### src/rtl/scale_pkg.sv
// ---------------------------------------------------------------------------
// scale_pkg
// Shared definitions for the scale weight divider slice: the divider FSM
// state encoding and the default width/divisor used by the scale datapath.
// Imported by scale_div_step and scale_weight_divider.
// ---------------------------------------------------------------------------
package scale_pkg;

  // Divider control states: waiting for a weight, running the restoring
  // iterations, and presenting a result until the consumer takes it.
  typedef enum logic [1:0] {
    IDLE = 2'd0,
    DIV  = 2'd1,
    DONE = 2'd2
  } scale_state_e;

  // Grams per kilogram, the divisor the display stage expects by default.
  localparam int SCALE_DEFAULT_DIVISOR = 1000;

  // Enough bits for the load-cell range in grams.
  localparam int SCALE_DEFAULT_W = 14;

endpackage

### src/rtl/scale_div_step.sv
// ---------------------------------------------------------------------------
// scale_div_step
// One combinational restoring-division step. The running remainder is
// shifted left by one, the next dividend bit is appended, and DIVISOR is
// subtracted when that is possible without going negative.
//
// Parameters:
//   DIVISOR  constant divisor
//   RW       remainder width; the running remainder is RW+1 bits
// Ports:
//   rem_i    running remainder before this step (always < DIVISOR)
//   bit_i    next dividend bit, taken MSB first
//   rem_o    running remainder after this step (always < DIVISOR)
//   qbit_o   quotient bit produced by this step
// ---------------------------------------------------------------------------
module scale_div_step
  import scale_pkg::*;
#(
  parameter int DIVISOR = SCALE_DEFAULT_DIVISOR,
  parameter int RW      = $clog2(DIVISOR)
) (
  input  logic [RW:0] rem_i,
  input  logic        bit_i,
  output logic [RW:0] rem_o,
  output logic        qbit_o
);

  localparam logic [RW+1:0] DIV_EXT = (RW + 2)'(DIVISOR);

  logic [RW+1:0] trial;
  logic [RW+1:0] diff;
  logic          unusedCarry;

  // The trial value is one bit wider than the remainder register so the
  // shift can never lose a bit; since rem_i < DIVISOR the trial stays below
  // 2*DIVISOR and its top bit is always zero, which is why only the low
  // RW+1 bits are carried forward.
  always_comb begin
    trial = {rem_i, bit_i};
    diff  = trial - DIV_EXT;
    if (trial >= DIV_EXT) begin
      rem_o  = diff[RW:0];
      qbit_o = 1'b1;
    end else begin
      rem_o  = trial[RW:0];
      qbit_o = 1'b0;
    end
  end

  assign unusedCarry = trial[RW+1] ^ diff[RW+1];

endmodule

### src/rtl/scale_weight_divider.sv
// ---------------------------------------------------------------------------
// scale_weight_divider
// Sequential gram-to-kilogram converter. A weight accepted over a
// valid/ready handshake is divided by DIVISOR with an iterative restoring
// divider, one quotient bit per clock, MSB first. The quotient (whole
// kilograms) and remainder (grams) are registered and held until the
// consumer takes them.
//
// Optional feature, enabled by defining the macro SCALE_TARE_EN:
//   a tare register captured by tare_set_i is subtracted from the weight at
//   acceptance; a negative net weight is clamped to 0 and flagged on
//   under_tare_o. Without the macro, tare_set_i is ignored and under_tare_o
//   is constant 0. The port list is the same in both builds.
//
// Parameters:
//   W        width of the weight input and of the quotient output
//   DIVISOR  constant divisor, 2 <= DIVISOR < 2**W
//   RW       remainder width, derived from DIVISOR; do not override
// Ports:
//   clk_i          clock, rising edge
//   rst_ni         asynchronous active-low reset
//   in_valid_i     weight_in_i is valid
//   in_ready_o     block can accept a weight (high only in IDLE)
//   weight_in_i    weight in grams, unsigned
//   tare_set_i     one-cycle pulse capturing weight_in_i as the tare value
//   out_valid_o    result is valid
//   out_ready_i    consumer takes the result
//   weight_int_o   quotient, whole kilograms
//   weight_frac_o  remainder, grams in 0..DIVISOR-1
//   under_tare_o   net weight was negative and was clamped to 0
// ---------------------------------------------------------------------------
module scale_weight_divider
  import scale_pkg::*;
#(
  parameter int W       = SCALE_DEFAULT_W,
  parameter int DIVISOR = SCALE_DEFAULT_DIVISOR,
  parameter int RW      = $clog2(DIVISOR)
) (
  input  logic          clk_i,
  input  logic          rst_ni,
  input  logic          in_valid_i,
  output logic          in_ready_o,
  input  logic [W-1:0]  weight_in_i,
  input  logic          tare_set_i,
  output logic          out_valid_o,
  input  logic          out_ready_i,
  output logic [W-1:0]  weight_int_o,
  output logic [RW-1:0] weight_frac_o,
  output logic          under_tare_o
);

  localparam int            CW       = (W > 1) ? $clog2(W) : 1;
  localparam logic [CW-1:0] LAST_BIT = CW'(W - 1);

  scale_state_e  state_q;
  logic          in_ready_q;
  logic          out_valid_q;
  logic [W-1:0]  dividend_q;
  logic [W-1:0]  quotient_q;
  logic [RW:0]   remainder_q;
  logic [CW-1:0] bitCount_q;
  logic [W-1:0]  weight_int_q;
  logic [RW-1:0] weight_frac_q;

  logic [W-1:0]  dividend_d;
  logic [W-1:0]  quotient_d;
  logic [RW:0]   remainder_d;
  logic          stepBit;

  // The restoring step itself lives in its own module; the top only feeds
  // it the running remainder and the current MSB of the shifting dividend.
  scale_div_step #(
    .DIVISOR (DIVISOR),
    .RW      (RW)
  ) u_step (
    .rem_i  (remainder_q),
    .bit_i  (dividend_q[W-1]),
    .rem_o  (remainder_d),
    .qbit_o (stepBit)
  );

  assign quotient_d = {quotient_q[W-2:0], stepBit};

`ifdef SCALE_TARE_EN
  logic [W-1:0] tare_q;
  logic         underPending_q;
  logic         under_tare_q;
  logic         underFlag_d;

  // Net weight at acceptance. The tare register is read before any update
  // on the same edge, so a tare_set coinciding with acceptance still uses
  // the old tare. A negative net is clamped to zero and flagged.
  always_comb begin
    if (weight_in_i >= tare_q) begin
      dividend_d  = weight_in_i - tare_q;
      underFlag_d = 1'b0;
    end else begin
      dividend_d  = '0;
      underFlag_d = 1'b1;
    end
  end

  // The tare register may be loaded in any state; a conversion already in
  // flight has its net dividend latched, so it is unaffected.
  always_ff @(posedge clk_i or negedge rst_ni) begin
    if (!rst_ni) begin
      tare_q <= '0;
    end else if (tare_set_i) begin
      tare_q <= weight_in_i;
    end
  end

  assign under_tare_o = under_tare_q;
`else
  logic unusedTareSet;

  assign dividend_d    = weight_in_i;
  assign under_tare_o  = 1'b0;
  assign unusedTareSet = tare_set_i;
`endif

  // Main control FSM with all handshake and result outputs registered.
  // IDLE latches the dividend and starts the counter at the MSB index; DIV
  // runs one restoring step per clock and, on the step with counter zero,
  // registers the final quotient and remainder directly from the step
  // outputs so the result appears W clocks after acceptance; DONE holds the
  // result until out_ready_i. in_ready is only re-raised when leaving DONE,
  // so there is no combinational path from out_ready_i to in_ready_o.
  always_ff @(posedge clk_i or negedge rst_ni) begin
    if (!rst_ni) begin
      state_q        <= IDLE;
      in_ready_q     <= 1'b1;
      out_valid_q    <= 1'b0;
      dividend_q     <= '0;
      quotient_q     <= '0;
      remainder_q    <= '0;
      bitCount_q     <= '0;
      weight_int_q   <= '0;
      weight_frac_q  <= '0;
`ifdef SCALE_TARE_EN
      underPending_q <= 1'b0;
      under_tare_q   <= 1'b0;
`endif
    end else begin
      case (state_q)
        IDLE: begin
          if (in_valid_i && in_ready_q) begin
            dividend_q     <= dividend_d;
            quotient_q     <= '0;
            remainder_q    <= '0;
            bitCount_q     <= LAST_BIT;
            in_ready_q     <= 1'b0;
`ifdef SCALE_TARE_EN
            underPending_q <= underFlag_d;
`endif
            state_q        <= DIV;
          end
        end

        DIV: begin
          dividend_q  <= dividend_q << 1;
          quotient_q  <= quotient_d;
          remainder_q <= remainder_d;
          bitCount_q  <= bitCount_q - CW'(1);
          if (bitCount_q == '0) begin
            weight_int_q  <= quotient_d;
            weight_frac_q <= remainder_d[RW-1:0];
`ifdef SCALE_TARE_EN
            under_tare_q  <= underPending_q;
`endif
            out_valid_q   <= 1'b1;
            state_q       <= DONE;
          end
        end

        DONE: begin
          if (out_ready_i) begin
            out_valid_q <= 1'b0;
            in_ready_q  <= 1'b1;
            state_q     <= IDLE;
          end
        end

        default: begin
          state_q     <= IDLE;
          in_ready_q  <= 1'b1;
          out_valid_q <= 1'b0;
        end
      endcase
    end
  end

  assign in_ready_o    = in_ready_q;
  assign out_valid_o   = out_valid_q;
  assign weight_int_o  = weight_int_q;
  assign weight_frac_o = weight_frac_q;

endmodule

### config.mk
export PLATFORM = sky130hd
export DESIGN_NAME = scale_weight_divider
export DESIGN_NICKNAME = d
export VERILOG_FILES = /design/src/rtl/scale_pkg.sv /design/src/rtl/scale_div_step.sv /design/src/rtl/scale_weight_divider.sv
export SDC_FILE = /design/constraint.sdc
export NUM_CORES = 1
export LEC_CHECK = 0
export CAP_MARGIN = 20
export CORE_MARGIN = 2
export CORE_UTILIZATION = 50
export DETAILED_ROUTE_END_ITERATION = 8
export PLACE_DENSITY_LB_ADDON = 0.12
export SLEW_MARGIN = 10
export SYNTH_ARGS = -nofsm -noshare
export SYNTH_HDL_FRONTEND = slang
export SYNTH_SLANG_ARGS = --single-unit
### constraint.sdc
create_clock -name clk_i -period 2.3 [get_ports clk_i]
set_input_delay 0.345 -clock clk_i [delete_from_list [all_inputs] [get_ports clk_i]]
set_output_delay 0.345 -clock clk_i [all_outputs]
set_load 0.01 [all_outputs]
# After elaboration in Yosys (flattened, before gate mapping)
# Cells that the tools add are included.
# Widths: inputs -> output; s select.
[word_totals]
inputBits = 19
wordCells = 48
out_inout_bits = 27
regBits = 70
[classes]
mux = 20
n_reduce_logical = 9
eq_ne = 5
order_cmp = 1
add_sub_neg = 2
n_bitwise = 2
[ops]
columns = ["cell", "count"]
rows = [
  ["$pmux 14 s2", 1],
  ["$pmux 13 s2", 1],
  ["$mux 11", 2],
  ["$pmux 11 s2", 1],
  ["$mux 14", 1],
  ["$mux 13", 1],
  ["$ge 12x10->1 const B", 1],
  ["$sub 11x10->11 const B", 1],
  ["$reduce_and 3->1", 3],
  ["$pmux 4 s2", 1],
  ["$mux 2", 3],
  ["$ne 2x2->1 const B", 3],
  ["$pmux 1 s3", 2],
  ["$pmux 2 s3", 1],
  ["$mux 1", 5],
  ["$logic_not 4->1", 1],
  ["$mux 4", 1],
  ["$reduce_and 2->1", 2],
  ["$sub 4x1->4 const B", 1],
  ["$eq 2x1->1 const B", 1],
  ["$eq 2x2->1 const B", 1],
  ["$logic_not 2->1", 1],
  ["$not 1->1", 2],
  ["$reduce_bool 2->1", 1],
  ["$logic_and 1x1->1", 1],
]

# Longest topological paths before layout
[logic_depth]
word_depth = 3
depth_mapped = 8
ltp_nobuf = 6

# Hierarchy
# From an unflattened synthesis, not the netlist that was laid out.
[hier_totals]
cells_unflattened = 245
hier_area_um2 = 3085.5
[by_module_without_submodules]
columns = ["module", "area_per_inst_um2", "instances", "cells_each", "seq_area_each_um2"]
rows = [
  ["scale_weight_divider", 2790.2, 1, 204, 1752.9],
  ["scale_div_step", 295.3, 1, 41, 0.0],
]

# Worst setup path before layout
# No wires, ideal clock.
[synth_timing]
path_type = "register to register"
from = "reg bitCount_q[0]"
to = "reg weight_int_q[13] (netlist: weight_int_o[13])"
synth_period_minus_slack_ps = 1666
path_stages_with_launch = 8
setup_ps = 125
n_path_buf = 2
arrival_ps = 1541
slack_ps = 634
required_time_ps = 2175
cell_sequence = "dfrtp_1 -> inv_1 -> ha_1 -> nor3b_1 -> nand2_2 -> buf_6 -> buf_6 -> mux2_4"
[synth_between]
elab_chain_len = 2
[synth_lines]
columns = ["element", "line", "rtl"]
rows = [
  ["from (decl)", "scale_weight_divider.sv:61", "logic [CW-1:0] bitCount_q;"],
  ["from (signal assigned)", "scale_weight_divider.sv:164", "bitCount_q <= bitCount_q - CW'(1);"],
  ["$logic_not 4->1", "scale_weight_divider.sv:165", "if (bitCount_q == '0) begin"],
  ["$reduce_and 2->1 (no source line)", "-", ""],
  ["to (signal assigned)", "scale_weight_divider.sv:166", "weight_int_q <= quotient_d;"],
  ["to (decl)", "scale_weight_divider.sv:62", "logic [W-1:0] weight_int_q;"],
]
# Every way passes these cells.
# A chain may end at the register's enable or synchronous reset.

# Worst setup path in the final report
# Same ends and word-level chain as after synthesis.

==> reports/qor_table.md <==
| Stage | Result | Value |
|:---|:---|:---|
| run status | Run status | completed |
| synthesis | Post-synthesis async set-or-reset flop share | 1.00 |
| global route | Remaining global-route overflow | 0 |
| setup path | Peak per-stage delay on the critical path | 0.40 ns |
| power and ir drop | Worst vdd ir | 0.722 mV |
| routing | Per-cell via count in the routed design | 5.64 |
| setup path | Class of the most critical setup path | reg -> reg |
| synthesis | Cell area after synthesis | 2940 um^2 |
| die | X dimension of the die | 80.7 um |
| power and ir drop | Clock Power Share | 0.248 |
| die | Full die area | 6510 um^2 |
| synthesis | Commonest cells post-synth | 69 x sky130_fd_sc_hd__dfrtp_1, 19 x sky130_fd_sc_hd__a22o_1, 19 x sky130_fd_sc_hd__mux2_2, 18 x sky130_fd_sc_hd__nand2_1, 16 x sky130_fd_sc_hd__inv_1 |
| cts | Post-CTS setup buffer count | 0 |
| routing | Detailed-route DRC error count | 0 |
| synthesis | Post-Syn Instances | 235 |
| cts | Post-CTS sizing | 0 |
| sta | Setup repair after global routing missed its margin | false |
| routing | Total via count in the routed design | 2,023 |
| synthesis | Synth top area share | 0.587 |
| synthesis | Top flip-flop cell by instance count after synthesis | sky130_fd_sc_hd__dfrtp_1 |
| job | MaxCap Viol Count | 0 |
| synthesis | Synth area leader | sky130_fd_sc_hd__dfrtp_1 |
| global route | Wire length of the first global-routing pass | 9820 um |
| sta | Finish-stage setup viols | 0 |
| cts | Clk Tree Root Cell | sky130_fd_sc_hd__clkbuf_8 |
| global route | Vias in the first global route | 2,094 |
| synthesis | Post-Syn Nets | 256 |
| setup path | Data arrival time at the worst-slack endpoint | 2.09 ns |
| synthesis | Count of flip-flops with a built-in enable after synthesis | 0 |
| cells and area | Diodes inserted | 0 |
| placement | DP HPWL | 3640 um |
| die | CORE AREA | 5610 um^2 |
| cts | Clock slew at the register clock pins of the worst setup and hold paths | 0.07 ns |
| sta | Final Max Tran Viols | 0 |
| hold path | Worst hold path type | in -> async |
| routing | Starting DRC count in detailed routing | 102 |
| global route | Largest net degree at the start of global routing | 37 |
| routing | Number of iterations in the first detailed-routing pass | 5 |
| routing | Average wire per cell in the routed design | 15.5 um |
| setup path | Cell breakdown of the critical path | inv_1 -> ha_1 -> nor3b_1 -> nand2_2 -> buf_4 -> mux2_4 |
| cts | Number of buffers on the longest clock path | 2 |
| die | Die H | 80.7 um |
| sta | Aggregate negative setup slack | 0 ns |
| cells and area | Final core occ | 0.657 |
| power and ir drop | Combinational Power Share | 0.310 |
| setup path | Maximum fanout encountered on the critical timing path | 28 |
| setup path | Slowest-stage cell, CP | sky130_fd_sc_hd__nor3b_1 |
| synthesis | Register bit count reported by yosys | 70 |
| synthesis | Number of warnings printed during yosys synthesis | 0 |
| sta | Hold Violations, Final | 0 |
| sta | Worst slew slack as a fraction of its limit | 0.594 |
| die | I/O pins | 46 |
| global route | Total global routing track utilization | 0.201 |
| placement | Final GP Congestion | 0.856 |
| synthesis | Most common cell in the netlist | sky130_fd_sc_hd__dfrtp_1 |
| power and ir drop | Switching fraction of total power | 0.315 |
| sta | Maximum operating frequency | 537 MHz |
| cts | Inserted Clock Buffers | 9 |
| sta | Post-route clock skew | 0.00674 ns |
| sta | Minimum clock period | 1.86 ns |
| synthesis | Count of unique library cells instantiated by Yosys | 47 |
| power and ir drop | Pwr Density | 1240 nW/um^2 |
| global route | Antenna violations before repair | 0 |
| setup path | Element type at the critical path end | flop |
| synthesis | Cell types occupying the most area after synthesis | sky130_fd_sc_hd__dfrtp_1 59%, sky130_fd_sc_hd__mux2_2 7.3%, sky130_fd_sc_hd__a22o_1 5.7% |
| cells and area | Final #Nets | 303 |
| cts | CTS tree | done |
| power and ir drop | Sequential Power Share | 0.442 |
| cells and area | Layout cell share with drive strength beyond 1 | 0.185 |
| sta | Slew at the pin closest to its max-slew limit | 0.608 ns |
| cts | CTS H-tree depth | 3 |
| cts | Worst skew pair latency | 0.34 ns |
| power and ir drop | Static power due to leakage | 1.73 nW |
| cts | Clock tree sinks | 70 |
| power and ir drop | Cell internal pwr | 3.12 mW |
| cells and area | Fill cell instance count of the final layout | 479 |
| synthesis | Mean Syn Cell Area | 12.5 um^2 |
| sta | Final worst-path cycle share | 0.810 |
| setup path | CP required | 2.52 ns |
| placement | Port Buffer Count | 43 |
| die | Initial core utilization | 0.525 |
| synthesis | Post-synthesis sequential area ratio | 0.596 |
| cells and area | Area Overhead vs Synth | 25.2% |
| die | Std cell rows | 27 |
| power and ir drop | Switching power of the nets | 1.44 mW |
| routing | Post-DRT Antenna Nets | 0 |
| routing | Final routed wirelength across all metal layers | 5560 um |
| setup path | CP Launch Type | flop |
-- worst max-delay path, delay by kind of cell, from the launching register on --
family / cells / cell delay [ns]
multiplexers: 1 / 0.33
adder cells (fa/ha/maj): 1 / 0.17
AND/OR/NAND/NOR: 2 / 0.51
flip-flops: 1 / 0.39
buffers and inverters: 2 / 0.34
-- kinds of logic after synthesis --
logic type | count (synthesis) | share of synthesized area
buf+inv | 31 | 0.0532
simple gates | 46 | 0.0770
other cells | 1 | 0.00127
compound gates | 61 | 0.174
mux | 21 | 0.0817
fa+ha+maj | 2 | 0.00851
flops | 70 | 0.596
xor+xnor | 3 | 0.00893
-- state kept, by name, summed over array words and instances (netlist names) --
| name | count |
|---|---|
| dividend_q | 14 |
| weight_int_o | 14 |
| quotient_q | 13 |
| remainder_q | 11 |
| weight_frac_o | 10 |
| bitCount_q | 4 |
| state_q | 2 |
| in_ready_o | 1 |
| out_valid_o | 1 |
-- per-stage QoR --
step,area [um^2],cells,total power [mW],hold slack (ns),setup slack (ns)
floorplan,2940,235,2.88,0.0494,0.634
global placement,3440,342,3.40,0.197,0.266
detailed placement,3440,342,3.45,0.198,0.249
CTS,3680,359,4.62,0.362,0.418
global route,3680,359,4.88,0.360,0.289
finish,3680,359,4.56,0.376,0.437
-- repair_timing --
| action | 4_1_cts | 5_1_grt |
|---|---|---|
| hold buffers | 1 | 0 |
| setup endpoints to repair | 0 | 0 |
| hold endpoints to repair | 4 | 0 |
-- layout by cell type, fill, tap and decap left out, types with 2 or more instances in the layout --
master                            Yosys  routed
sky130_fd_sc_hd__o31ai_1              2       2
sky130_fd_sc_hd__xnor2_1              3       3
sky130_fd_sc_hd__o21ai_0              9       9
sky130_fd_sc_hd__nand2b_1             2       2
sky130_fd_sc_hd__o21ai_1              2       2
sky130_fd_sc_hd__a31oi_1              2       2
sky130_fd_sc_hd__a222oi_1            11      11
sky130_fd_sc_hd__nor3_1               3       3
sky130_fd_sc_hd__clkdlybuf4s50_1      0      42
sky130_fd_sc_hd__clkbuf_8             0      12
sky130_fd_sc_hd__buf_12               0       2
sky130_fd_sc_hd__a22o_1              19      19
sky130_fd_sc_hd__nor2_1               9       9
sky130_fd_sc_hd__nand2_1             18      18
sky130_fd_sc_hd__inv_1               16      16
sky130_fd_sc_hd__bufinv_16            0       2
sky130_fd_sc_hd__mux2_2              19      19
sky130_fd_sc_hd__a21oi_1              4       4
sky130_fd_sc_hd__nor2b_1              2       2
sky130_fd_sc_hd__nor3b_1              2       2
sky130_fd_sc_hd__ha_1                 2       2
sky130_fd_sc_hd__dfrtp_1             69      69
sky130_fd_sc_hd__buf_4                1       5
sky130_fd_sc_hd__o22ai_1              2       2
-- power by group through the flow --
stage	logic (mW)	registers, mW	clock network [mW]
finish	1.41	2.02	1.13
global route	1.58	2.08	1.22
CTS	1.43	2.02	1.17
detailed placement	1.42	2.03	0
floorplan	0.859	2.02	0
global placement	1.38	2.02	0
-- area by class of cell --
| class | instances | area [um^2] | share of cell area |
|---|---|---|---|
| multi-input cells | 134 | 1030 | 0.280 |
| clock inverters | 3 | 65.1 | 0.0177 |
| inverters | 16 | 60.1 | 0.0163 |
| well taps | 72 | 90.1 | 0.0245 |
| repair buffers | 51 | 513 | 0.139 |
| clock buffers | 13 | 169 | 0.0459 |
| flip-flops and latches | 70 | 1750 | 0.476 |
-- per-layer routing --
metal / part of all wire / vias to the layer above / track usage
li1: - / 945 / -
met2: 0.49 / 50 / 0.328
met5: 0 / - / 0
met3: 0.052 / 4 / 0.0831
met4: 0.0067 / 0 / 0.0610
met1: 0.45 / 1024 / 0.244
-- worst paths after layout --
check                                                  start                            to  slack [ns]  cells past startpoint
worst min-delay path                                  rst_ni  weight_frac_o[9]$_DFFE_PN0P_        0.38                      2
min in group clk_i              weight_frac_o[7]$_DFFE_PN0P_  weight_frac_o[7]$_DFFE_PN0P_        0.47                      2
worst max register to register     bitCount_q[0]$_DFFE_PN0P_  weight_int_o[13]$_DFFE_PN0P_        0.44                      6
worst max-delay path               bitCount_q[0]$_DFFE_PN0P_  weight_int_o[13]$_DFFE_PN0P_        0.44                      6
max in group asynchronous                             rst_ni        in_ready_o$_DFFE_PN1P_        1.43                      3
worst min register to register  weight_frac_o[7]$_DFFE_PN0P_  weight_frac_o[7]$_DFFE_PN0P_        0.47                      2
Note: power is estimated with default switching activity, not from simulation.
